<file path="config.mk">
export PLATFORM = sky130hd
export DESIGN_NAME = sync_down_counter_flat
export DESIGN_NICKNAME = d
export VERILOG_FILES = /design/src/rtl/sync_down_counter_if.sv /design/src/rtl/sync_down_counter.sv /design/src/flat_wrapper.sv
export SDC_FILE = /design/constraint.sdc
export NUM_CORES = 1
export LEC_CHECK = 0
export CORE_UTILIZATION = 32
export DETAILED_ROUTE_END_ITERATION = 12
export PLACE_DENSITY = 0.62
export REMOVE_ABC_BUFFERS = 1
export SETUP_SLACK_MARGIN = 0.02
export SLEW_MARGIN = 20
export SYNTH_ARGS = -nofsm -noshare
export SYNTH_HDL_FRONTEND = slang
export SYNTH_SLANG_ARGS = --single-unit
</file>
<file path="constraint.sdc">
create_clock -name clk -period 2.96 [get_ports clk]
set_clock_uncertainty 0.05 [all_clocks]
set_input_delay 0.444 -clock clk [delete_from_list [all_inputs] [get_ports clk]]
set_output_delay 0.444 -clock clk [all_outputs]
set_load 0.01 [all_outputs]
</file>
<file path="src/rtl/sync_down_counter_if.sv">
// Control/status bundle for sync_down_counter: load/enable requests in, count and flags out.
interface sync_down_counter_if #(
  parameter int unsigned WIDTH = 4
);
  logic             load;
  logic [WIDTH-1:0] load_val;
  logic             count_en;
  logic [WIDTH-1:0] q;
  logic             busy;
  logic             done;
  logic             tc;

  modport master (output load, load_val, count_en, input q, busy, done, tc);
  modport slave  (input load, load_val, count_en, output q, busy, done, tc);
endinterface

</file>
<file path="src/rtl/sync_down_counter.sv">
// Loadable down-counter/timer with one-cycle done pulse and cascadable terminal-count borrow.
// Build option DOWN_CNT_AUTO_RELOAD_EN: periodic reload from the last loaded value instead of one-shot.
module sync_down_counter #(
  parameter int unsigned WIDTH = 4
) (
  input  logic               clk,
  input  logic               rst_n,
  sync_down_counter_if.slave bus
);

  localparam logic [WIDTH-1:0] CNT_ZERO = WIDTH'(0);
  localparam logic [WIDTH-1:0] CNT_ONE  = WIDTH'(1);

  typedef enum logic [1:0] {
    ST_IDLE = 2'd0,
    ST_RUN  = 2'd1,
    ST_DONE = 2'd2
  } state_t;

  state_t           r_state;
  state_t           w_state_nxt;
  logic [WIDTH-1:0] r_q;
  logic [WIDTH-1:0] w_q_nxt;
  logic             r_busy;
  logic             r_done;

`ifdef DOWN_CNT_AUTO_RELOAD_EN
  logic [WIDTH-1:0] r_reload;

  // Period register follows every load so the timer repeats the last programmed value.
  always_ff @(posedge clk or negedge rst_n) begin
    if (!rst_n) begin
      r_reload <= CNT_ZERO;
    end else if (bus.load) begin
      r_reload <= bus.load_val;
    end
  end
`endif

  // State, count and decoded Moore flags.
  always_ff @(posedge clk or negedge rst_n) begin
    if (!rst_n) begin
      r_state <= ST_IDLE;
      r_q     <= CNT_ZERO;
      r_busy  <= 1'b0;
      r_done  <= 1'b0;
    end else begin
      r_state <= w_state_nxt;
      r_q     <= w_q_nxt;
      r_busy  <= (w_state_nxt == ST_RUN);
      r_done  <= (w_state_nxt == ST_DONE);
    end
  end

  // Load beats everything; a zero load goes straight to DONE so RUN never sees q==0.
  always_comb begin
    w_state_nxt = r_state;
    w_q_nxt     = r_q;
    if (bus.load) begin
      w_q_nxt     = bus.load_val;
      w_state_nxt = (bus.load_val != CNT_ZERO) ? ST_RUN : ST_DONE;
    end else begin
      case (r_state)
        ST_IDLE: begin
          w_state_nxt = ST_IDLE;
        end
        ST_RUN: begin
          if (bus.count_en) begin
            w_q_nxt = r_q - CNT_ONE;
            if (r_q == CNT_ONE) begin
              w_state_nxt = ST_DONE;
            end
          end
        end
        ST_DONE: begin
`ifdef DOWN_CNT_AUTO_RELOAD_EN
          if (r_reload != CNT_ZERO) begin
            w_q_nxt     = r_reload;
            w_state_nxt = ST_RUN;
          end
`else
          w_state_nxt = ST_IDLE;
`endif
        end
        default: begin
          w_state_nxt = ST_IDLE;
          w_q_nxt     = CNT_ZERO;
        end
      endcase
    end
  end

  assign bus.q    = r_q;
  assign bus.busy = r_busy;
  assign bus.done = r_done;
  // Borrow into the next stage: asserted in the cycle whose edge reaches zero.
  assign bus.tc   = r_busy & bus.count_en & (r_q == CNT_ONE);

endmodule
</file>
<file path="src/flat_wrapper.sv">
// flat-port wrapper written by rule: the top's interface ports become plain ports
module sync_down_counter_flat 
#(
  parameter int unsigned WIDTH = 4
)
  (clk, rst_n, bus_load, bus_load_val, bus_count_en, bus_q, bus_busy, bus_done, bus_tc);
  sync_down_counter_if #(.WIDTH(WIDTH)) bus_i ();
  input  logic clk;
  input  logic rst_n;
  input wire logic [$bits(bus_i.load)-1:0] bus_load;
  input wire logic [$bits(bus_i.load_val)-1:0] bus_load_val;
  input wire logic [$bits(bus_i.count_en)-1:0] bus_count_en;
  output wire logic [$bits(bus_i.q)-1:0] bus_q;
  output wire logic [$bits(bus_i.busy)-1:0] bus_busy;
  output wire logic [$bits(bus_i.done)-1:0] bus_done;
  output wire logic [$bits(bus_i.tc)-1:0] bus_tc;
  assign bus_i.load = bus_load;
  assign bus_i.load_val = bus_load_val;
  assign bus_i.count_en = bus_count_en;
  assign bus_q = bus_i.q;
  assign bus_busy = bus_i.busy;
  assign bus_done = bus_i.done;
  assign bus_tc = bus_i.tc;
  sync_down_counter #(.WIDTH(WIDTH)) u_core (.clk(clk), .rst_n(rst_n), .bus(bus_i));
endmodule
</file>
==> impl_metrics.json, run 1 <==
{
  "drc": 0,
  "cp.required_ns": 2.47,
  "core_sq_um": 1160,
  "viasPerCell": 5.08,
  "die_area_sq_um": 1460,
  "holdCritPathClass": "input pin to asynchronous set/reset pin",
  "finalHoldViolations": 0,
  "final_common_cell": "clkdlybuf4s50_1",
  "rsz0062_at_grt": "false",
  "first_iter_violations": 5,
  "synth.yosys.warnings": 0,
  "cts_tree": "built",
  "critPathLaunchType": "input pin",
  "die_h_microns": 38.2,
  "ios": 15,
  "area_growth_pct": 41.7,
  "most-common-layout-cells": "14 x clkdlybuf4s50_1, 8 x dfrtp_1, 5 x inv_1, 4 x nor2_1",
  "ys_seq_elements": 8,
  "grt_util_all_layers": 0.166,
  "synth_cells": 41,
  "setup_ws_ns": 0.651,
  "min_period_ns": 2.31,
  "drv_slew": 0,
  "wirelength_microns": 887,
  "num_vias": 361,
  "pre_cts_ws_ns": 0.646,
  "outcome": "complete, no violations",
  "r2r_slack_ns": 1.60,
  "path_clk_slew_ns": 0.06,
  "p_int_w": 0.000219,
  "fmax_mhz": 433,
  "seq_area_frac_synth": 0.476,
  "die_x_microns": 38.2,
  "end_kind": "output port",
  "clock_power_share": 0.283,
  "finalSetupTns_ns": 0,
  "antenna_found_initial": 0,
  "cts-resized-gates": 0,
  "met2_usage": 0.225,
  "dp_hpwl_microns": 673,
  "numPortBuffers": 14,
  "grt_pass1_wl_microns": 1530,
  "drive_above_1_share": 0.0877,
  "syn_area_sq_um": 420,
  "critPathMaxFanout": 4,
  "switching_power_w": 0.0000917,
  "cts_buffers": 3,
  "power_frac_comb": 0.276,
  "clock_sinks": 8,
  "switching_share": 0.295,
  "max_cap_viol_count": 0,
  "clkLatencyLatePin_ns": 0.27,
  "first_global_vias": 334,
  "period_share": 0.780,
  "root_buffer": "clkbuf_4",
  "seq_power_share": 0.441,
  "reg2reg_from": "u_core.bus.q[1]",
  "slew_headroom": 0.660,
  "path_class": "input pin to output port",
  "grt_use_met1": 0.212,
  "diodes": 0,
  "htreeDepth": 1,
  "syn_area_per_cell_sq_um": 10.3,
  "top_usage_layer": "met2",
  "cp.arrival_ns": 1.81,
  "cts_setup_buffers": 0,
  "firstDrtPassIters": 4,
  "yosys.cell_types.count": 19,
  "setup_viol": 0,
  "drtAntennaViolNets": 0,
  "power.density_nw_per_um2": 522,
  "clock_path_buffers": 2,
  "worstMarginPinSlew_ns": 0.505,
  "wl_per_cell_microns": 12.5,
  "grt_max_degree": 14,
  "rr_worst_depth": 5,
  "timing.rr.end": "u_core.r_state[0]",
  "leakagePower_nw": 0.255,
  "use_met3": 0.0698,
  "gp_congestion": 0.763,
  "start_util": 0.364,
  "rows": 12,
  "post-route-util": 0.515,
  "hold_buffers": 0,
  "nNetsFinal": 69,
  "overflow": 0,
  "ir_worst_vdd_uv": 253
}
kinds of logic after synthesis:
logic type | count (synthesis) | synth area share
simple gates | 12 | 0.164
fa+ha+maj | 2 | 0.0595
flops | 8 | 0.476
xor+xnor | 2 | 0.0417
buf+inv | 6 | 0.0565
compound gates | 11 | 0.202
metrics by stage:
step | total power, W | hold WS, ns | instance area (sq um) | instances
floorplan | 0.000179 | 0.0984 | 415 | 40
global placement | 0.000224 | 0.486 | 573 | 68
detailed placement | 0.000225 | 0.484 | 573 | 68
CTS | 0.000314 | 0.414 | 596 | 71
global route | 0.000333 | 0.425 | 596 | 71
finish | 0.000311 | 0.408 | 596 | 71
layer usage:
metal | routed length, microns | vias up
li1 | - | 183
met1 | 439 | 160
met2 | 374 | 16
met3 | 56 | 2
met4 | 17 | 0
met5 | 0 | -
sequential cells by signal, summed over array words and instances (netlist names):
| name | flops |
|---|---|
| u_core.bus.done | 1 |
| u_core.bus.busy | 1 |
| u_core.bus.q | 4 |
| u_core.r_state | 2 |
worst max-delay path: stages:
cell	delay [ns]
clkdlybuf4s50_1	0.50
nand4bb_1	0.20
nor2_1	0.13
clkdlybuf4s50_1	0.54
cell usage after synthesis:
library cell	count	area (sq um)
nand4bb_1	2	22.5
a221o_1	3	30.0
o41ai_1	2	17.5
a31oi_1	1	6.26
a21oi_1	2	10.0
o21a_2	1	8.76
nor2_1	4	15.0
nor4_1	1	6.26
dfrtp_1	8	200
buf_2	1	5.00
o21ai_1	1	5.00
nor3_1	1	5.00
nand2_1	2	7.51
ha_1	2	25.0
o21bai_1	1	7.51
nand2b_1	1	6.26
xnor2_1	2	17.5
nor2_2	1	6.26
inv_1	5	18.8
how the worst max path moves through the flow:
stage	startpoint	end	slack (ns)	cells after the start
6_report	bus_count_en	bus_tc	0.65	4
5_1_grt	bus_count_en	bus_tc	0.55	4
4_1_cts	bus_count_en	bus_tc	0.65	4
3_5_place_dp	bus_count_en	bus_tc	0.65	4
3_3_place_gp	bus_count_en	bus_tc	0.66	4
2_1_floorplan	u_core.bus.q[1]	bus_tc	1.49	4
final cells by class:
class                      count  area (sq um)
clock buffer                   3          22.5
fill                         107           561
inverter                       5          18.8
multi-input combinational     27           196
sequential                     8           200
tap                           14          17.5
timing repair buffer          14           140
power groups by stage:
stage                     combinational [W]  clock [W]  sequential (W)
after floorplan                   0.0000382          0        0.000141
after global placement            0.0000853          0        0.000139
after detailed placement          0.0000855          0        0.000139
after CTS                         0.0000862  0.0000908        0.000137
after global routing              0.0000955  0.0000982        0.000139
final                             0.0000858  0.0000880        0.000137
Note: power is estimated with default switching activity, not from simulation.
==> inputs of run 2 (changes only) <==
==> constraint.sdc (replaced) <==
create_clock -name clk -period 2.4 [get_ports clk]
set_clock_uncertainty 0.05 [all_clocks]
set_input_delay 0.36 -clock clk [delete_from_list [all_inputs] [get_ports clk]]
set_output_delay 0.36 -clock clk [all_outputs]
set_load 0.01 [all_outputs]
==> results of run 2 <==
Same layout as run 1 (identical final DEF). Status: complete, no violations.
Main changes from that run: setup slack after placement 0.646 ns -> 0.254 ns; setup slack after layout 0.651 ns -> 0.220 ns; hold slack 0.408 ns -> 0.324 ns; start point of the critical path bus_count_en -> u_core.bus.q[1]; register-to-register setup slack 1.60 ns -> 1.04 ns; total power 0.000311 W -> 0.000384 W; worst IR drop on VDD 253 uV -> 312 uV
==> RTL edit 1, RTL diff (settings of run 1) <==
Add a define of `DOWN_CNT_AUTO_RELOAD_EN`.
--- a/src/rtl/sync_down_counter.sv
+++ b/src/rtl/sync_down_counter.sv
@@ -1,5 +1,7 @@
 // Loadable down-counter/timer with one-cycle done pulse and cascadable terminal-count borrow.
 // Build option DOWN_CNT_AUTO_RELOAD_EN: periodic reload from the last loaded value instead of one-shot.
+`define DOWN_CNT_AUTO_RELOAD_EN
+
 module sync_down_counter #(
   parameter int unsigned WIDTH = 4
 ) (
Formal check against the unedited RTL: not equivalent (Yosys sat finds a counterexample within 4 cycles, from zero or initial values and one cycle with rst_n low).
==> RTL edit 1 against run 1 <==
Routed wire length up 72%; global-route usage is 2.8 points lower; area after synthesis is 78% higher; total power grew 47%; sequential cell count up 4; register-to-register slack worse by 380 ps; final area up 58%; setup slack worse by 200 ps; largest power group unchanged.
==> RTL edit 1: results (changes against run 1) <==
STA
  – Slew @ Worst Pin: 655 ps (+150 ps)

GRT
  – Largest net degree at the start of global routing: 14 (unchanged)
  – Initial antenna violation count: 0 (unchanged)
  – First-pass GRT wire length: 2.65 mm (+73%)
  – Gr usage total: 13.8% (-2.8 points)
  – GRT overflow: 0 (unchanged)

Run status
  – Status: finished clean

Cells and area
  – # nets final: 107 (+55%)
  – Share of cells above drive strength 1: 11.8% (+3.1 points)
  – Antenna Cells: 0 (unchanged)
  – Filler cells: 222 (+110%)

Yosys
  – Post-synthesis sequential area ratio: 40.2% (-7.4 points)
  – Synth cell types: 30 (+11)
  – Synth Warn #: 0 (unchanged)
  – Ranking of synthesized cells by area: dfrtp_1 40%, ha_1 8.4%, inv_1 5.0%, o21ai_0 4.7%, nand2_1 4.5%
  – Synth cell count leaders: 12 x dfrtp_1, 10 x inv_1, 9 x nand2_1

Power and ir drop
  – Leak: 0.421 nW (+65%)
  – VDD IR max: 0.000244 V (-3.6%)

Clock tree
  – Postcts setup bufs: 0 (unchanged)
  – CTS Buf Count: 3 (unchanged)
  – Worst-Skew Late Latency: 270 ps (about the same)
  – CTS resizes: 0 (unchanged)
  – CTS clk-pin slew, worst paths: 70 ps

Place
  – Routability cong.: 0.781 (+2.4%)
  – Count of input and output buffers: 14 (unchanged)
  – Post-DP HPWL: 1.20 mm (+78%)
  – Setup WS pre-CTS: 450 ps (-196 ps)

Critical path
  – Crit-path max cell delay: 520 ps (-20 ps)
  – Family with the most delay on the worst path: buffers and inverters
  – Crit-path max FO: 5 (+1)
  – CP max-delay cell: clkdlybuf4s50_1
  – Critical path data required time: 2470 ps (about the same)

Detailed routing
  – Iter 0 DRT Violations: 10 (+5)
  – DR vias: 611 (+69%)
  – Initial DRT Pass Iterations: 4 (unchanged)
  – WL/cell: 12.6 um (+1.1%)

Hold path
  – Min-Delay Path Class: in -> async
[RTL edit 1: cell types whose count changed after synthesis, moves of 3 or more]
cell / run 1 / this run
nor2_1: 4 / 1
nand2_1: 2 / 9
dfrtp_1: 8 / 12
inv_1: 5 / 10
o21ai_0: 0 / 7
ha_1: 2 / 5
[RTL edit 1: routing by layer]
layer	GRT usage (%)	wire length (um)	up-vias
li1	-	-	305
met1	17.9	764	293
met2	22.4	701	13
met3	2.42	63	0
met4	5.56	0	0
met5	0	0	-
[RTL edit 1: cell type report]
class | instances | area (sq um) | area share, %
Tap cell | 28 | 35.0 | 3.71
Clock buffer | 4 | 36.3 | 3.85
Sequential cell | 12 | 300 | 31.8
Multi-Input combinational cell | 52 | 387 | 41.0
Timing Repair Buffer | 15 | 148 | 15.6
Inverter | 10 | 37.5 | 3.98
[RTL edit 1: worst reg2reg max path: stages, from the launching register on]
cell and delay (ps):
dfrtp_1 430, inv_1 90, ha_1 130, nor4bb_1 400, o21ai_0 170, a21oi_1 250
nor3_1 80
[RTL edit 1: per-stage QoR]
step                      power [mW]  cells  hold WS [ps]  utilization, %  cell area, sq um
after floorplan                0.274     74          98.4               -               724
after global placement         0.330    117           533            41.0               907
after detailed placement       0.331    117           540            41.0               907
after CTS                      0.463    121           486            42.6               943
after global routing           0.490    121           518            42.6               943
final                          0.456    121           475            42.6               943
[RTL edit 1: kinds of logic (layout without fill, tap and decap cells)]
logic type	count (synthesis)	count (layout)	share of synthesized area (%)
simple gates	24	24	19.1
fa+ha+maj	5	5	8.38
buf+inv	12	29	8.04
compound gates	22	22	22.8
flops	12	12	40.2
mux	1	1	1.51
[RTL edit 1: where the power goes]
group | switching, mW | internal, mW
clock | 0.0533 | 0.0747
combinational | 0.0603 | 0.0652
sequential | 0.0215 | 0.181
total | 0.135 | 0.321
[RTL edit 1: final timing paths]
kind	cells after the start	slack (ps)	to	start
max	5	450	bus_tc	u_core.bus.q[1]$_DFFE_PN0P_
min	1	470	u_core.r_reload[1]$_DFFE_PN0P_	rst_n
max reg2reg	6	1220	u_core.bus.busy$_DFF_PN0_	u_core.bus.q[1]$_DFFE_PN0P_
min reg2reg	2	550	u_core.r_reload[2]$_DFFE_PN0P_	u_core.r_reload[2]$_DFFE_PN0P_
max in group asynchronous	1	2030	u_core.bus.q[2]$_DFFE_PN0P_	rst_n
min in group clk	2	550	u_core.r_reload[2]$_DFFE_PN0P_	u_core.r_reload[2]$_DFFE_PN0P_
==> RTL edit 2, RTL diff (config.mk and constraints of run 1) <==
Made on the original files. Re-encode `state_t` (3 states) as one-hot, 3 bits wide.
--- a/src/rtl/sync_down_counter.sv
+++ b/src/rtl/sync_down_counter.sv
@@ -11,10 +11,10 @@
   localparam logic [WIDTH-1:0] CNT_ZERO = WIDTH'(0);
   localparam logic [WIDTH-1:0] CNT_ONE  = WIDTH'(1);
 
-  typedef enum logic [1:0] {
-    ST_IDLE = 2'd0,
-    ST_RUN  = 2'd1,
-    ST_DONE = 2'd2
+  typedef enum logic [2:0] {
+    ST_IDLE = 3'b001,
+    ST_RUN  = 3'b010,
+    ST_DONE = 3'b100
   } state_t;
 
   state_t           r_state;
Behaviour: same outputs for any inputs over 10 cycles, from zero or initial values and one cycle with rst_n low; not proved beyond that.
==> RTL edit 2 against run 1 <==
Setup slack worse by 200 ps; area after synthesis rose by 22%; final cell count is 18% higher; routed wire length increased by 36%; synthesized cell count is 24% higher; final area rose by 17%; clock power is 7.0% higher; largest cell class is now multi-input combinational cells; sequential power rose by 15%; first-iteration DRC count increased to 2.6 times the old value; die area up 21%; sequential cell count increased by 1; total power rose by 16%.
==> RTL edit 2: results (changes against run 1) <==
Yosys
  – Synth cell count leaders: 8 x dfrtp_1, 5 x inv_1, 4 x nor2_1
  – Adder-cell share of the synthesized area: 4.89% (-1.1 points)
  – Ranking of synthesized cells by area: dfrtp_1 39%, dfstp_2 5.1%, a32oi_1 5.1%, ha_1 4.9%, inv_1 3.7%
  – XOR/XNOR share of the synthesized area: 1.71% (-2.5 points)
  – Synth Instances: 51 (+24%)
  – Post-synthesis sequential area ratio: 44.3% (-3.4 points)
  – Compound-cell area share of the yosys netlist: 17.1% (-3.1 points)

Critical path
  – Crit path DAT: 2020 ps (+210 ps)
  – Flop2flop setup slack: 1380 ps (-220 ps)
  – Crit-path max FO: 8 (+4)

Place
  – Dpl cells: 80 (+18%)
  – Routability cong.: 0.728 (-4.6%)

Detailed routing
  – Iter 0 DRT Violations: 13 (+8)
  – DR vias/cell: 5.51 (+8.4%)
  – WL/cell: 14.3 um (+15%)

Power and ir drop
  – VDD IR max: 0.000264 V (+4.2%)
  – Leak: 0.291 nW (+14%)
  – Switching share of power: 30.5% (+1.0 points)

Cells and area
  – # nets final: 79 (+14%)
  – Filler cells: 151 (+41%)
  – Post-route insts no fill: 84 (+18%)

GRT
  – First-pass GRT wire length: 2.09 mm (+37%)
  – Gr usage total: 16.2% (-0.36 points)
  – Largest net degree at the start of global routing: 16 (+2)

Run status
  – Status: finished clean

Clock tree
  – CTS max path bufs: 2 (unchanged)

STA
  – Relative slew slack: 67.0% (+1.0 points)
[RTL edit 2: changes by cell type in the layout (fill, tap and decap cells not counted), moves of 2 or more]
cell	before	now
a221o_1	3	0
a32oi_1	0	3
and3_1	0	2
nor3_1	1	3
o31ai_1	0	2
o41ai_1	2	0
[RTL edit 2: cells by family (layout without fill, tap and decap cells)]
group | after synthesis | after routing
DFF | 9 | 9
xor gates and xnor gates | 1 | 1
adders and majority gates | 2 | 2
and+or+nand+nor | 22 | 22
AOI/OAI and AO/OA | 11 | 11
buffers and inverters | 6 | 23
[RTL edit 2: metrics by stage]
stage	utilization, %	hold WS, ps	setup slack [ps]	total power [mW]	cell area [sq um]
3_5_place_dp	44.4	524	452	0.268	668
6_report	46.1	433	450	0.361	694
4_1_cts	46.1	448	448	0.366	694
3_3_place_gp	44.4	528	469	0.268	668
5_1_grt	46.1	468	364	0.388	694
2_1_floorplan	-	98.4	1500	0.216	508
[RTL edit 2: worst paths after layout]
check | from | endpoint | depth (start not counted)
hold reg to reg | u_core.bus.q[3]$_DFFE_PN0P_ | u_core.bus.q[3]$_DFFE_PN0P_ | 2
hold / removal | rst_n | u_core.bus.q[0]$_DFFE_PN0P_ | 1
max in group asynchronous | rst_n | u_core.r_state[0]$_DFF_PN1_ | 1
min in group clk | u_core.bus.q[3]$_DFFE_PN0P_ | u_core.bus.q[3]$_DFFE_PN0P_ | 2
setup reg to reg | u_core.r_state[1]$_DFF_PN0_ | u_core.bus.q[2]$_DFFE_PN0P_ | 3
setup / recovery | bus_count_en | bus_tc | 4
[RTL edit 2: area by class of cell]
class	instances	area share, %
clock buffer	4	3.78
inverter	5	2.70
multi-input combinational	36	37.8
sequential	9	32.6
tap	16	2.88
timing repair buffer	14	20.2
[RTL edit 2: power groups by stage]
stage | logic, mW | registers (mW) | clock network, mW
after CTS | 0.111 | 0.156 | 0.0991
after floorplan | 0.0566 | 0.159 | 0
after detailed placement | 0.110 | 0.158 | 0
after global placement | 0.110 | 0.158 | 0
after global routing | 0.122 | 0.159 | 0.106
final | 0.110 | 0.157 | 0.0942
[RTL edit 2: critical path, cell delays in order]
cell             delay [ps]
clkdlybuf4s50_1         610
nor3b_1                 260
and3_1                  180
clkdlybuf4s50_1         520
[RTL edit 2: per-layer routing]
metal	wire (um)	vias to the layer above	global-route usage (%)	part of all wire [%]
met1	575	218	21.6	48
met3	73	5	3.45	6.1
met2	522	18	23.1	43
met5	0	-	0	0
li1	-	222	-	-
met4	34	0	11.6	2.8
